## src/rtl/dram_pkg.sv

```systemverilog
`default_nettype none
// ============================================================================
// Package  : dram_pkg
// Purpose  : Shared definitions for the DRAM command scheduler, its bank
//            table, the DRAM behavioural model and the bench: scheduler
//            state encoding, bank-table lookup result, default timing values
//            and address-field width helpers.
// Revision : 1.0 - initial release
// ============================================================================
package dram_pkg;

    // Default timing, in clock cycles
    localparam int c_T_RP_DEF   = 2;
    localparam int c_T_RCD_DEF  = 2;
    localparam int c_T_REFI_DEF = 64;

    // Scheduler states, explicit 3-bit encoding
    typedef enum logic [2:0] {
        ST_IDLE = 3'd0,
        ST_PRE  = 3'd1,
        ST_ACT  = 3'd2,
        ST_ACC  = 3'd3,
        ST_RDW  = 3'd4,
        ST_REF  = 3'd5
    } state_t;

    // Open-row table lookup result
    localparam logic [1:0] LK_CLOSED   = 2'd0;
    localparam logic [1:0] LK_HIT      = 2'd1;
    localparam logic [1:0] LK_CONFLICT = 2'd2;

    // Width of an index over n items; never narrower than one bit
    function automatic int addr_width(input int n);
        return (n > 1) ? $clog2(n) : 1;
    endfunction

    function automatic int bank_width(input int n_banks);
        return addr_width(n_banks);
    endfunction

    function automatic int row_width(input int n_rows);
        return addr_width(n_rows);
    endfunction

    function automatic int col_width(input int n_cols);
        return addr_width(n_cols);
    endfunction

endpackage
`default_nettype wire

```

## src/rtl/dram_bank_table.sv

```systemverilog
`default_nettype none
// ============================================================================
// Module   : dram_bank_table
// Purpose  : Open-row bookkeeping, one valid bit and one row per bank.
//            Combinational lookup classifies an address as hit / closed /
//            conflict. Clear (single bank or all) wins over set.
// Ports    : clk, rst_b          clock, async active-low reset
//            i_lk_bank/i_lk_row  lookup address
//            o_lk                LK_HIT / LK_CLOSED / LK_CONFLICT
//            i_set_en/bank/row   mark bank open on row
//            i_clr_en/bank       mark one bank closed
//            i_clr_all           mark every bank closed
// Revision : 1.0 - initial release
// ============================================================================
module dram_bank_table
    import dram_pkg::*;
#(
    parameter int  NUM_OF_BANKS = 8,
    parameter int  NUM_OF_ROWS  = 128,
    localparam int c_BANK_W     = bank_width(NUM_OF_BANKS),
    localparam int c_ROW_W      = row_width(NUM_OF_ROWS)
) (
    input  logic                clk,
    input  logic                rst_b,
    input  logic [c_BANK_W-1:0] i_lk_bank,
    input  logic [c_ROW_W-1:0]  i_lk_row,
    output logic [1:0]          o_lk,
    input  logic                i_set_en,
    input  logic [c_BANK_W-1:0] i_set_bank,
    input  logic [c_ROW_W-1:0]  i_set_row,
    input  logic                i_clr_en,
    input  logic [c_BANK_W-1:0] i_clr_bank,
    input  logic                i_clr_all
);

    logic [NUM_OF_BANKS-1:0] r_open_valid;
    logic [c_ROW_W-1:0]      r_open_row [NUM_OF_BANKS];

    always_ff @(posedge clk or negedge rst_b) begin
        if (!rst_b) begin
            r_open_valid <= '0;
            for (int b = 0; b < NUM_OF_BANKS; b++) begin
                r_open_row[b] <= '0;
            end
        end else begin
            for (int b = 0; b < NUM_OF_BANKS; b++) begin
                if (i_clr_all || (i_clr_en && (i_clr_bank == c_BANK_W'(b)))) begin
                    r_open_valid[b] <= 1'b0;
                end else if (i_set_en && (i_set_bank == c_BANK_W'(b))) begin
                    r_open_valid[b] <= 1'b1;
                    r_open_row[b]   <= i_set_row;
                end
            end
        end
    end

    always_comb begin
        o_lk = LK_CLOSED;
        if (r_open_valid[i_lk_bank]) begin
            o_lk = (r_open_row[i_lk_bank] == i_lk_row) ? LK_HIT : LK_CONFLICT;
        end
    end

endmodule
`default_nettype wire

```

## src/rtl/dram_cmd_sched.sv

```systemverilog
`default_nettype none
// ============================================================================
// Module   : dram_cmd_sched
// Purpose  : Single-requester DRAM command scheduler. Accepts one read or
//            write at a time, sequences precharge / activate / access with
//            programmable delays against a per-bank open-row table, and
//            inserts a refresh every T_REFI cycles.
// Ports    : clk, rst_b                   clock, async active-low reset
//            req_valid/req_ready          request handshake
//            req_rw, req_bank/row/col     request (1 = write), address
//            req_wdata                    write data
//            rsp_valid, rsp_rdata         one-cycle read response
//            mem_bankid/rowid/colid       memory address pins
//            mem_rw, mem_din              memory write strobe and data
//            mem_dout                     memory read data (1-cycle latency)
//            busy                         scheduler not idle
// Revision : 1.0 - initial release
// ============================================================================
module dram_cmd_sched
    import dram_pkg::*;
#(
    parameter int  NUM_OF_BANKS = 8,
    parameter int  NUM_OF_ROWS  = 128,
    parameter int  NUM_OF_COLS  = 8,
    parameter int  DATA_WIDTH   = 1,
    parameter int  T_RP         = c_T_RP_DEF,
    parameter int  T_RCD        = c_T_RCD_DEF,
    parameter int  T_REFI       = c_T_REFI_DEF,
    localparam int c_BANK_W     = bank_width(NUM_OF_BANKS),
    localparam int c_ROW_W      = row_width(NUM_OF_ROWS),
    localparam int c_COL_W      = col_width(NUM_OF_COLS)
) (
    input  logic                  clk,
    input  logic                  rst_b,
    input  logic                  req_valid,
    output logic                  req_ready,
    input  logic                  req_rw,
    input  logic [c_BANK_W-1:0]   req_bank,
    input  logic [c_ROW_W-1:0]    req_row,
    input  logic [c_COL_W-1:0]    req_col,
    input  logic [DATA_WIDTH-1:0] req_wdata,
    output logic                  rsp_valid,
    output logic [DATA_WIDTH-1:0] rsp_rdata,
    output logic [c_BANK_W-1:0]   mem_bankid,
    output logic [c_ROW_W-1:0]    mem_rowid,
    output logic [c_COL_W-1:0]    mem_colid,
    output logic                  mem_rw,
    output logic [DATA_WIDTH-1:0] mem_din,
    input  logic [DATA_WIDTH-1:0] mem_dout,
    output logic                  busy
);

    localparam int c_DLY_MAX  = (T_RP > T_RCD) ? T_RP : T_RCD;
    localparam int c_DLY_W    = addr_width(c_DLY_MAX + 1);
    localparam int c_REFI_W   = addr_width(T_REFI);

    state_t                r_state;
    state_t                w_state_nxt;
    logic [c_DLY_W-1:0]    r_dly;
    logic [c_REFI_W-1:0]   r_refi;
    logic                  r_ref_pend;
    logic                  w_refi_wrap;
    logic                  w_ref_take;
    logic                  w_hs;
    logic [1:0]            w_lk;
    logic                  w_set_open;

    // Latched request; these also drive the memory address pins, so the
    // pins naturally hold their last value while idle.
    logic                  r_rw;
    logic [c_BANK_W-1:0]   r_bank;
    logic [c_ROW_W-1:0]    r_row;
    logic [c_COL_W-1:0]    r_col;
    logic [DATA_WIDTH-1:0] r_wdata;

    // Gated with rst_b so ready reads low while reset is held.
    assign req_ready   = rst_b && (r_state == ST_IDLE) && !r_ref_pend;
    assign w_hs        = req_valid && req_ready;
    assign w_refi_wrap = (r_refi == c_REFI_W'(T_REFI - 1));
    assign w_set_open  = (r_state == ST_ACT) && (w_state_nxt == ST_ACC);

    dram_bank_table #(
        .NUM_OF_BANKS (NUM_OF_BANKS),
        .NUM_OF_ROWS  (NUM_OF_ROWS)
    ) u_bank_table (
        .clk        (clk),
        .rst_b      (rst_b),
        .i_lk_bank  (req_bank),
        .i_lk_row   (req_row),
        .o_lk       (w_lk),
        .i_set_en   (w_set_open),
        .i_set_bank (r_bank),
        .i_set_row  (r_row),
        .i_clr_en   (r_state == ST_PRE),
        .i_clr_bank (r_bank),
        .i_clr_all  (r_state == ST_REF)
    );

    // State register; the delay counter restarts on every state change so
    // PRE/ACT/REF each see 0..T-1 from entry.
    always_ff @(posedge clk or negedge rst_b) begin
        if (!rst_b) begin
            r_state <= ST_IDLE;
            r_dly   <= '0;
        end else begin
            r_state <= w_state_nxt;
            r_dly   <= (w_state_nxt != r_state) ? '0 : r_dly + 1'b1;
        end
    end

    always_comb begin
        w_state_nxt = r_state;
        w_ref_take  = 1'b0;
        case (r_state)
            ST_IDLE: begin
                if (r_ref_pend) begin
                    w_state_nxt = ST_REF;
                    w_ref_take  = 1'b1;
                end else if (req_valid) begin
                    case (w_lk)
                        LK_HIT:      w_state_nxt = ST_ACC;
                        LK_CONFLICT: w_state_nxt = ST_PRE;
                        default:     w_state_nxt = ST_ACT;
                    endcase
                end
            end
            ST_PRE: if (r_dly == c_DLY_W'(T_RP - 1))  w_state_nxt = ST_ACT;
            ST_ACT: if (r_dly == c_DLY_W'(T_RCD - 1)) w_state_nxt = ST_ACC;
            ST_ACC: w_state_nxt = r_rw ? ST_IDLE : ST_RDW;
            ST_RDW: w_state_nxt = ST_IDLE;
            ST_REF: if (r_dly == c_DLY_W'(T_RP - 1))  w_state_nxt = ST_IDLE;
            default: w_state_nxt = ST_IDLE;
        endcase
    end

    // Free-running refresh interval counter. An expiry while a refresh is
    // already pending just leaves the flag set; expiry beats the clear.
    always_ff @(posedge clk or negedge rst_b) begin
        if (!rst_b) begin
            r_refi     <= '0;
            r_ref_pend <= 1'b0;
        end else begin
            r_refi <= w_refi_wrap ? '0 : r_refi + 1'b1;
            if (w_refi_wrap) begin
                r_ref_pend <= 1'b1;
            end else if (w_ref_take) begin
                r_ref_pend <= 1'b0;
            end
        end
    end

    always_ff @(posedge clk or negedge rst_b) begin
        if (!rst_b) begin
            r_rw    <= 1'b0;
            r_bank  <= '0;
            r_row   <= '0;
            r_col   <= '0;
            r_wdata <= '0;
        end else if (w_hs) begin
            r_rw    <= req_rw;
            r_bank  <= req_bank;
            r_row   <= req_row;
            r_col   <= req_col;
            r_wdata <= req_wdata;
        end
    end

    assign mem_bankid = r_bank;
    assign mem_rowid  = r_row;
    assign mem_colid  = r_col;
    assign mem_din    = r_wdata;
    assign mem_rw     = (r_state == ST_ACC) && r_rw;
    assign rsp_valid  = (r_state == ST_RDW);
    assign rsp_rdata  = rsp_valid ? mem_dout : '0;
    assign busy       = (r_state != ST_IDLE);

endmodule
`default_nettype wire
```

## config.mk

```make
export PLATFORM = sky130hd
export DESIGN_NAME = dram_cmd_sched
export DESIGN_NICKNAME = d
export VERILOG_FILES = /design/src/rtl/dram_pkg.sv /design/src/rtl/dram_bank_table.sv /design/src/rtl/dram_cmd_sched.sv
export SDC_FILE = /design/constraint.sdc
export NUM_CORES = 1
export LEC_CHECK = 0
export ABC_AREA = 1
export BUFFER_PORTS_ARGS = -buffer_cell sky130_fd_sc_hd__buf_2
export CAP_MARGIN = 25
export CORE_MARGIN = 5
export CORE_UTILIZATION = 40
export DETAILED_ROUTE_END_ITERATION = 8
export GPL_TIMING_DRIVEN = 0
export PLACE_DENSITY = 0.53
export SYNTH_ARGS = -nofsm -noshare
export SYNTH_HDL_FRONTEND = slang
export SYNTH_SLANG_ARGS = --single-unit
```

## constraint.sdc

```tcl
create_clock -name clk -period 4.7 [get_ports clk]
set_clock_uncertainty 0.05 [all_clocks]
set_input_delay 0.235 -clock clk [delete_from_list [all_inputs] [get_ports clk]]
set_output_delay 0.235 -clock clk [all_outputs]
set_load 0.02 [all_outputs]
```

==> impl_metrics.yaml, run 1 <==
yosys:
  muxShareOfSynthArea: 0.0100
  most_used_flip_flop_cell_after_synthesis: "dfrtp_1"
  synth_enable_flop_cells: 0
  syn-cell-area_um2: 4490
  yosys.cell_types.count: 30
  ys_top_cells_by_area: "dfrtp_1, nand2_1, o21ai_0"
  yosys_warnings: 0
  synth_adder_area_share: 0.00558
  synth.top_cell.area_share: 0.508
  synth-async-reset-ratio: 1.00
  synth_top_cell_by_area: "dfrtp_1"
  dominant_combinational_cell_family_by_area_after_synthesis: "simple AND/OR/NAND/NOR gates"
  synth_top_cells_by_count: "nand2_1, dfrtp_1, o21ai_0"
  synth-simple-area-share: 0.256
  ff_latch_count_synth: 91
  yosysMostFrequentCell: "nand2_1"
  synthesis.area_per_instance_um2: 7.95
  xor_and_xnor_fraction_of_the_mapped_netlist_area: 0.00391
  netlist_instances: 564
  synth.yosys.seq_area_share: 0.508
  postSynthNetCount: 585
  synth_compound_area_frac: 0.109
sta:
  final_min_period_over_clock_period: 0.536
  timing_hold_violations_final: 0
  clock.fmax_mhz: 397
  relSlewSlack: 0.507
  post-route-min-period_ns: 2.52
  report.final.setup_viol: 0
  timing.final.ws_setup_ns: 2.18
  setup_repair_after_global_routing_missed_its_margin: "false"
  report.final.slew_viol_count: 0
  setup_total_negative_slack_ns: 0
  timing_worst_slew_pin_value_ns: 0.740
clock_tree:
  clk_path_buf_depth: 2
  ctsHtreeMaxLevel: 3
  tritoncts_num_sinks: 91
  postCtsSetupBuffers: 0
  worst_setup_hold_path_clk_slew_ns: 0.06
  clkLatencyLatePin_ns: 0.34
  cts_hold_buffers: 1
  cts_buffers: 9
  cts.root.buffer_cell: "clkbuf_16"
  cts_resized: 0
  cts_tree: "built"
routing:
  met2RoutedLength_um: 5660
  drc: 0
  drt_wl_total_um: 12300
  highest_routing_layer_actually_used: "met4"
  route.detailed.wl_per_inst_um: 16.3
  vias_per_cell: 5.11
  dr_total_vias: 3861
  routed-wl-met3_um: 485
  drt_iter0_drc: 211
  route.layer.met1.wl_um: 5910
  firstDrtPassIters: 4
  antenna_violating_nets_post_route: 0
min_path:
  min_path_type: "input pin to flop"
setup_path:
  critical_path.endpoint_type: "flop"
  ff2ff_setup_slack_ns: 2.57
  arrival_ns: 2.72
  timing_worst_setup_path_type: "input pin to flop"
  cp_data_required_time_ns: 4.90
  crit_path_max_fanout: 55
  timing.critical_path.from_type: "input pin"
finish:
  syn_to_final_growth_pct: 15.6
  layout-drive-gt1-share: 0.130
  antenna_cells: 0
  nets: 632
  post_layout_nonfiller_instances: 755
placement:
  finalWeightedCongestion: 0.843
  place.detailed.instances: 739
  port_buffer_cells: 34
  placement.setup.worst_slack_ns: 2.30
  hpwl_um: 8660
die:
  starting_density: 0.410
  coreArea_um2: 10900
  area_of_the_die_um2: 13400
  dieHeight_um: 116
  io_pins: 38
  row_count: 38
  die_w_um: 116
grt:
  grt_max_degree: 56
  grt_pass1_vias: 3749
  groute.usage.overall: 0.197
  grt_pass1_wl_um: 20000
  initial_antenna_violation_count: 0
  grt.overflow.total: 0
power_and_ir_drop:
  power-per-cell-area_nw_per_um2: 568
  p_leak_nw: 2.59
  max-vdd-ir-drop_mv: 0.263
outcome:
  status: "complete, no violations"
flow_run:
  drv.max_cap_violation_count: 0
flip-flops by register name, summed over array words and instances, names as in the netlist:
name / cells
mem_din: 1
r_dly: 2
r_state: 3
u_bank_table.r_open_valid: 8
u_bank_table.r_open_row: 56
r_refi: 6
mem_bankid: 3
r_rw: 1
mem_rowid: 7
r_ref_pend: 1
mem_colid: 3
metal layers:
metal  global-route usage  vias up
met2                0.309       87
met4               0.0742        0
li1                     -     1890
met1                0.277     1865
met5                    0        -
met3               0.0292       19
worst paths after layout:
kind,start,endpoint,cells after the start
max in group asynchronous,rst_b,u_bank_table.r_open_valid[3]$_DFFE_PN0P_,3
worst min register to register,r_dly[0]$_DFF_PN0_,r_dly[0]$_DFF_PN0_,1
worst max-delay path,rst_b,mem_bankid[1]$_DFFE_PN0P_,8
worst max register to register,r_state[1]$_DFF_PN0_,mem_bankid[1]$_DFFE_PN0P_,8
min in group asynchronous,rst_b,u_bank_table.r_open_row[3]$_DFFE_PN0P_,2
worst min-delay path,req_col[0],mem_colid[0]$_DFFE_PN0P_,2
cell families (layout without fill, tap and decap cells):
kind of cell / count (synthesis) / after routing
flip-flops: 91 / 91
adder cells (fa/ha/maj): 2 / 2
multiplexers: 4 / 4
buffers and inverters: 95 / 146
XOR/XNOR: 2 / 2
AND/OR/NAND/NOR: 279 / 279
AO/OA/AOI/OAI: 91 / 91
area by class of cell:
cell class | instances | area, µm²
multi-input cells | 378 | 1720
well taps | 140 | 175
repair buffers | 36 | 210
clock inverters | 1 | 30.0
flip-flops and latches | 91 | 2280
clock buffers | 14 | 284
fillers | 1115 | 5750
plain buffers | 22 | 206
inverters | 73 | 282
where the power goes:
part	leakage, nW	internal [W]	switching, W	total [W]
clock network	0.155	0.000468	0.000294	0.000762
logic	1.24	0.000328	0.000624	0.000951
registers	1.19	0.00106	0.000175	0.00123
stage by stage:
step            util  area [µm²]  hold slack, ns  total power (W)
6_report       0.474        5180          0.0712          0.00294
5_1_grt        0.474        5180          0.0656          0.00318
4_1_cts        0.474        5180          0.0628          0.00298
3_5_place_dp   0.445        4860           0.200          0.00220
3_3_place_gp   0.442        4830           0.370          0.00217
2_1_floorplan      -        4490          -0.111          0.00188
layout by cell type, fill, tap and decap left out, drive strengths merged, types with 4 or more instances in the layout:
master,netlist,layout
a21oi,6,6
buf,20,55
clkbuf,2,16
dfrtp,91,91
inv,71,71
mux2,4,4
nand2,186,186
nand3,50,50
nand4,7,7
nor2,26,26
nor3,9,9
o21ai,78,78
worst max-delay path, cell delays in order:
cell and delay [ns]:
dlygate4sd3_1 0.52, buf_4 0.44, buf_16 0.33, nand2_1 0.09, nor2_1 0.13, nand2_1 0.23
clkbuf_1 0.41, o21ai_0 0.28
No activity file was read; power rests on OpenSTA's default activity.
==> run 2, diff against run 1 <==
Settings changed: ABC_AREA 1 to 0.
Clock period 4.7 ns to 2.6 ns, I/O delays scaled along.
==> run 2 against run 1 <==
Cell count fell by 32%. Sequential share of layout area grew 1.7 points. Setup slack got worse by 2.0 ns. Non-clock buffer count is 4 higher. Die area shrank 4.0%. Via count is 31% lower. Wire length is 24% lower. Area after synthesis is 4.4% lower. Critical path type is now flop to flop.
==> impl_metrics.yaml, run 2 <==
clock_tree:
  cts_buffers: 9
  cts_resized: 0
  postCtsSetupBuffers: 0
  clk_path_buf_depth: 2
  cts_tree: "built"
  cts_hold_buffers: 12
  worst_setup_hold_path_clk_slew_ns: 0.09
  ctsHtreeMaxLevel: 3
  cts.root.buffer_cell: "clkbuf_8"
  tritoncts_num_sinks: 91
  clkLatencyLatePin_ns: 0.36
sta:
  setup_total_negative_slack_ns: 0
  relSlewSlack: 0.408
  timing.final.ws_setup_ns: 0.169
  clock.fmax_mhz: 411
  timing_hold_violations_final: 0
  post-route-min-period_ns: 2.43
  timing_worst_slew_pin_value_ns: 0.883
  holdWs_ns: 0.00973
  final_min_period_over_clock_period: 0.935
  report.final.setup_viol: 0
  setup_repair_after_global_routing_missed_its_margin: "false"
  report.final.slew_viol_count: 0
yosys:
  yosys_warnings: 0
  netlist_instances: 310
  muxShareOfSynthArea: 0.296
  yosys.cell_types.count: 41
  synth_top_cells_by_count: "dfrtp_1, mux2_2, mux4_2, nand2_1, nor2_1"
  ys_top_cells_by_area: "dfrtp_1, mux2_2, mux4_2"
  synth_compound_area_frac: 0.0505
  xor_and_xnor_fraction_of_the_mapped_netlist_area: 0.0204
  postSynthNetCount: 331
  yosysMostFrequentCell: "dfrtp_1"
  syn-cell-area_um2: 4290
  synth_top_cell_by_area: "dfrtp_1"
  dominant_combinational_cell_family_by_area_after_synthesis: "multiplexers"
  synth-simple-area-share: 0.0764
  synth.top_cell.area_share: 0.531
  synth.yosys.seq_area_share: 0.531
  ff_latch_count_synth: 91
  synth_enable_flop_cells: 0
  synth_adder_area_share: 0.00583
  most_used_flip_flop_cell_after_synthesis: "dfrtp_1"
  synth-async-reset-ratio: 1.00
  synthesis.area_per_instance_um2: 13.8
finish:
  highest_count_cells_in_the_layout_ignoring_fill_and_taps: "dfrtp_1, mux2_2, buf_2, nand2_1, mux4_2"
  max_flop_register: "u_bank_table.r_open_row"
  layout.core_utilization: 0.482
  syn_to_final_growth_pct: 16.5
  largest_register_ffs: 56
  nets: 390
  nFillCells: 970
  antenna_cells: 0
  mostFrequentLayoutCell: "dfrtp_1"
  layout-drive-gt1-share: 0.406
placement:
  port_buffer_cells: 35
  finalWeightedCongestion: 0.795
  placement.setup.worst_slack_ns: 0.173
  hpwl_um: 6310
setup_path:
  cp_cell_sequence: "nand2b_1 > nor2_1 > nand3b_1 > nor3_2 > mux2_2"
  timing_worst_setup_path_type: "flop to flop"
  crit_path_max_fanout: 8
  ff2ff_setup_slack_ns: 0.17
  timing.critical_path.from_type: "flop"
  worstRegToRegCells: 5
  cp_data_required_time_ns: 2.80
  worst_path_dominant_cell_family: "simple AND/OR/NAND/NOR gates"
  r2r-start: "r_state[2]$_DFF_PN0_"
  slowest_stage_cell_on_the_critical_path: "nor3_2"
  cpPeakStageDelay_ns: 0.73
  reg2reg_to: "u_bank_table.r_open_row[53]$_DFFE_PN0P_"
  cp_num_buf_inv: 0
  critical_path.endpoint_type: "flop"
  arrival_ns: 2.63
power_and_ir_drop:
  max-vdd-ir-drop_mv: 0.568
  p_leak_nw: 2.34
  totalPowerFinal_w: 0.00521
  power-per-cell-area_nw_per_um2: 1040
grt:
  grt_max_degree: 66
  groute.usage.overall: 0.158
  grt_pass1_wl_um: 15500
  grt_pass1_vias: 2859
  initial_antenna_violation_count: 0
  grt.overflow.total: 0
die:
  die_w_um: 114
  row_count: 37
  io_pins: 38
  coreArea_um2: 10400
  area_of_the_die_um2: 12900
  starting_density: 0.414
  dieHeight_um: 114
routing:
  firstDrtPassIters: 4
  dr_total_vias: 2646
  drt_wl_total_um: 9420
  antenna_violating_nets_post_route: 0
  drt_iter0_drc: 94
  drc: 0
  route.detailed.wl_per_inst_um: 18.5
  vias_per_cell: 5.19
min_path:
  worst_hold_path_ep: "mem_rowid[1]$_DFFE_PN0P_"
  hold_path_startpoint: "req_row[1]"
  min_delay_path_depth: 2
  min_path_type: "input pin to flop"
outcome:
  status: "complete, no violations"
flow_run:
  drv.max_cap_violation_count: 0
[run 2: logic make-up after synthesis]
group,count (synthesis)
xor+xnor,10
buf+inv,16
mux,95
compound gates,35
flops,91
simple gates,61
fa+ha+maj,2
[run 2: worst max path at each step]
stage	slack, ns	startpoint	cells past startpoint	endpoint
5_1_grt	0.02	r_state[2]$_DFF_PN0_	5	u_bank_table.r_open_row[49]$_DFFE_PN0P_
3_5_place_dp	0.17	r_state[2]$_DFF_PN0_	5	u_bank_table.r_open_row[53]$_DFFE_PN0P_
3_3_place_gp	-0.46	rst_b	5	mem_rowid[4]$_DFFE_PN0P_
4_1_cts	0.16	r_state[2]$_DFF_PN0_	5	u_bank_table.r_open_row[53]$_DFFE_PN0P_
6_report	0.17	r_state[2]$_DFF_PN0_	5	u_bank_table.r_open_row[53]$_DFFE_PN0P_
2_1_floorplan	0.50	r_state[1]$_DFF_PN0_	6	mem_bankid[0]$_DFFE_PN0P_
[run 2: stage by stage]
| step | instance area [µm²] | std cells |
|---|---|---|
| floorplan | 4290 | 310 |
| global placement | 4630 | 481 |
| detailed placement | 4660 | 482 |
| CTS | 4990 | 510 |
| global route | 4990 | 510 |
| finish | 4990 | 510 |
[run 2: cell type report]
cell class | instances | area (µm²) | area share
Buffer | 14 | 80.1 | 0.0160
Clock buffer | 12 | 135 | 0.0271
Clock inverter | 4 | 75.1 | 0.0150
Inverter | 2 | 7.51 | 0.00150
Multi-Input combinational cell | 203 | 1920 | 0.385
Sequential cell | 91 | 2280 | 0.456
Tap cell | 136 | 170 | 0.0341
Timing Repair Buffer | 48 | 325 | 0.0651
[run 2: metal layers]
layer  wire (µm)  track usage
met3         303       0.0355
met5           0            0
met1        4540        0.216
met2        4440        0.254
met4         133       0.0465
[run 2: report_power, final]
| part | internal [W] | leakage, nW | total, W | switching [W] |
|---|---|---|---|---|
| clock | 0.000543 | 0.0968 | 0.00103 | 0.000487 |
| combinational | 0.000970 | 1.07 | 0.00184 | 0.000869 |
| sequential | 0.00196 | 1.17 | 0.00234 | 0.000385 |
| total | 0.00347 | 2.34 | 0.00521 | 0.00174 |
==> run 3, diff against run 2 <==
Settings changed: HOLD_SLACK_MARGIN from default to 0.05.
==> run 3 against run 2 <==
Cell count up 0.20%. Die area is the same. Setup slack improved by 0.010 ns. Sequential cell count stayed put. Combinational power barely moved. Highest routed layer unchanged.
==> impl_metrics.yaml, run 3 (synthesis results as in run 2) <==
routing:
  route.detailed.wl_per_inst_um: 18.4
  vias_per_cell: 5.20
  drt_iter0_drc: 109
  firstDrtPassIters: 4
  dr_total_vias: 2657
  drt_wl_total_um: 9430
  antenna_violating_nets_post_route: 0
  drc: 0
grt:
  grt_pass1_vias: 2865
  grt_max_degree: 66
  groute.usage.overall: 0.158
  grt_pass1_wl_um: 15500
  grt.overflow.total: 0
  initial_antenna_violation_count: 0
sta:
  report.final.setup_viol: 0
  timing_hold_violations_final: 0
  post-route-min-period_ns: 2.42
  holdWs_ns: 0.190
  report.final.slew_viol_count: 0
  timing_worst_slew_pin_value_ns: 0.884
  setup_repair_after_global_routing_missed_its_margin: "false"
  final_min_period_over_clock_period: 0.931
  relSlewSlack: 0.408
  setup_total_negative_slack_ns: 0
  clock.fmax_mhz: 413
die:
  coreArea_um2: 10400
  io_pins: 38
  die_w_um: 114
  area_of_the_die_um2: 12900
  row_count: 37
  starting_density: 0.414
  dieHeight_um: 114
finish:
  nFillCells: 971
  regArea_um2: 2280
  max_flop_register: "u_bank_table.r_open_row"
  multiInputGateArea_um2: 1920
  mostFrequentLayoutCell: "dfrtp_1"
  layout-drive-gt1-share: 0.405
  antenna_cells: 0
  highest_count_cells_in_the_layout_ignoring_fill_and_taps: "dfrtp_1, mux2_2, buf_2, nand2_1, mux4_2"
  largest_register_ffs: 56
  nets: 391
  syn_to_final_growth_pct: 16.7
power_and_ir_drop:
  power-per-cell-area_nw_per_um2: 1040
  max-vdd-ir-drop_mv: 0.568
  p_leak_nw: 2.34
flow_run:
  drv.max_cap_violation_count: 0
clock_tree:
  cts_buffers: 9
  tritoncts_num_sinks: 91
  ctsHtreeMaxLevel: 3
  cts_resized: 0
  postCtsSetupBuffers: 0
  worst_setup_hold_path_clk_slew_ns: 0.09
  cts_tree: "built"
  cts.root.buffer_cell: "clkbuf_8"
  clk_path_buf_depth: 2
  clkLatencyLatePin_ns: 0.35
setup_path:
  cp_cell_sequence: "nand2b_1 > nor2_1 > nand3b_1 > nor3_2 > mux2_2"
  timing.critical_path.from_type: "flop"
  slowest_stage_cell_on_the_critical_path: "nor3_2"
  cp_data_required_time_ns: 2.79
  crit_path_max_fanout: 8
  timing_worst_setup_path_type: "flop to flop"
  arrival_ns: 2.61
  cpPeakStageDelay_ns: 0.73
  critical_path.endpoint_type: "flop"
outcome:
  status: "complete, no violations"
min_path:
  min_path_type: "input pin to async pin"
placement:
  hpwl_um: 6310
  port_buffer_cells: 35
  finalWeightedCongestion: 0.795
-- run 3: cell count changes in the layout (fill, tap and decap cells not counted) --
cell and delta:
dlygate4sd3_1 +1
-- run 3: path summary, 6_finish.rpt --
check / startpoint / end / slack, ns / cells after the start
hold reg to reg: r_dly[0]$_DFF_PN0_ / r_dly[0]$_DFF_PN0_ / 0.39 / 1
min in group clk: req_valid / r_state[1]$_DFF_PN0_ / 0.19 / 4
setup / recovery: r_state[2]$_DFF_PN0_ / u_bank_table.r_open_row[53]$_DFFE_PN0P_ / 0.18 / 5
max in group asynchronous: rst_b / u_bank_table.r_open_row[24]$_DFFE_PN0P_ / 1.66 / 3
hold / removal: rst_b / r_state[0]$_DFF_PN0_ / 0.19 / 2
setup reg to reg: r_state[2]$_DFF_PN0_ / u_bank_table.r_open_row[53]$_DFFE_PN0P_ / 0.18 / 5
-- run 3: through the flow --
stage / util / cell area, µm² / setup slack (ns) / instances / power (W)
floorplan: - / 4290 / 0.502 / 310 / 0.00367
global placement: 0.447 / 4630 / -0.461 / 481 / 0.00417
detailed placement: 0.450 / 4660 / 0.173 / 482 / 0.00423
CTS: 0.483 / 5000 / 0.157 / 511 / 0.00528
global route: 0.483 / 5000 / 0.0160 / 511 / 0.00557
finish: 0.483 / 5000 / 0.180 / 511 / 0.00522
-- run 3: area by class of cell --
type / instances / share of cell area
buffer: 14 / 0.0160
clock buffer: 12 / 0.0270
timing repair buffer: 49 / 0.0670
tap: 136 / 0.0340
clock inverter: 4 / 0.0150
inverter: 2 / 0.00150
sequential: 91 / 0.455
multi-input combinational: 203 / 0.385
-- run 3: what timing repair did --
| item | CTS | global route |
|---|---|---|
| endpoints found under the setup margin | 0 | 0 |
| hold endpoints to repair | 45 | 0 |
| hold buffers | 13 | 0 |
-- run 3: metal layers --
layer	up-vias	wire length, µm	global-route usage
met5	-	0	0
met4	0	134	0.0465
met3	11	299	0.0355
met2	35	4440	0.254
met1	1364	4550	0.216
li1	1247	-	-
-- run 3: worst max-delay path, delay by kind of cell (launching register included) --
family	cells	cell delay, ns
flip-flops	1	0.45
multiplexers	1	0.41
AND/OR/NAND/NOR	4	1.39
-- run 3: where the power goes --
| part | total, W | internal (W) | leakage (nW) | switching (W) |
|---|---|---|---|---|
| Sequential | 0.00234 | 0.00196 | 1.17 | 0.000385 |
| Clock | 0.00103 | 0.000543 | 0.0968 | 0.000486 |
| Combinational | 0.00184 | 0.000971 | 1.07 | 0.000872 |
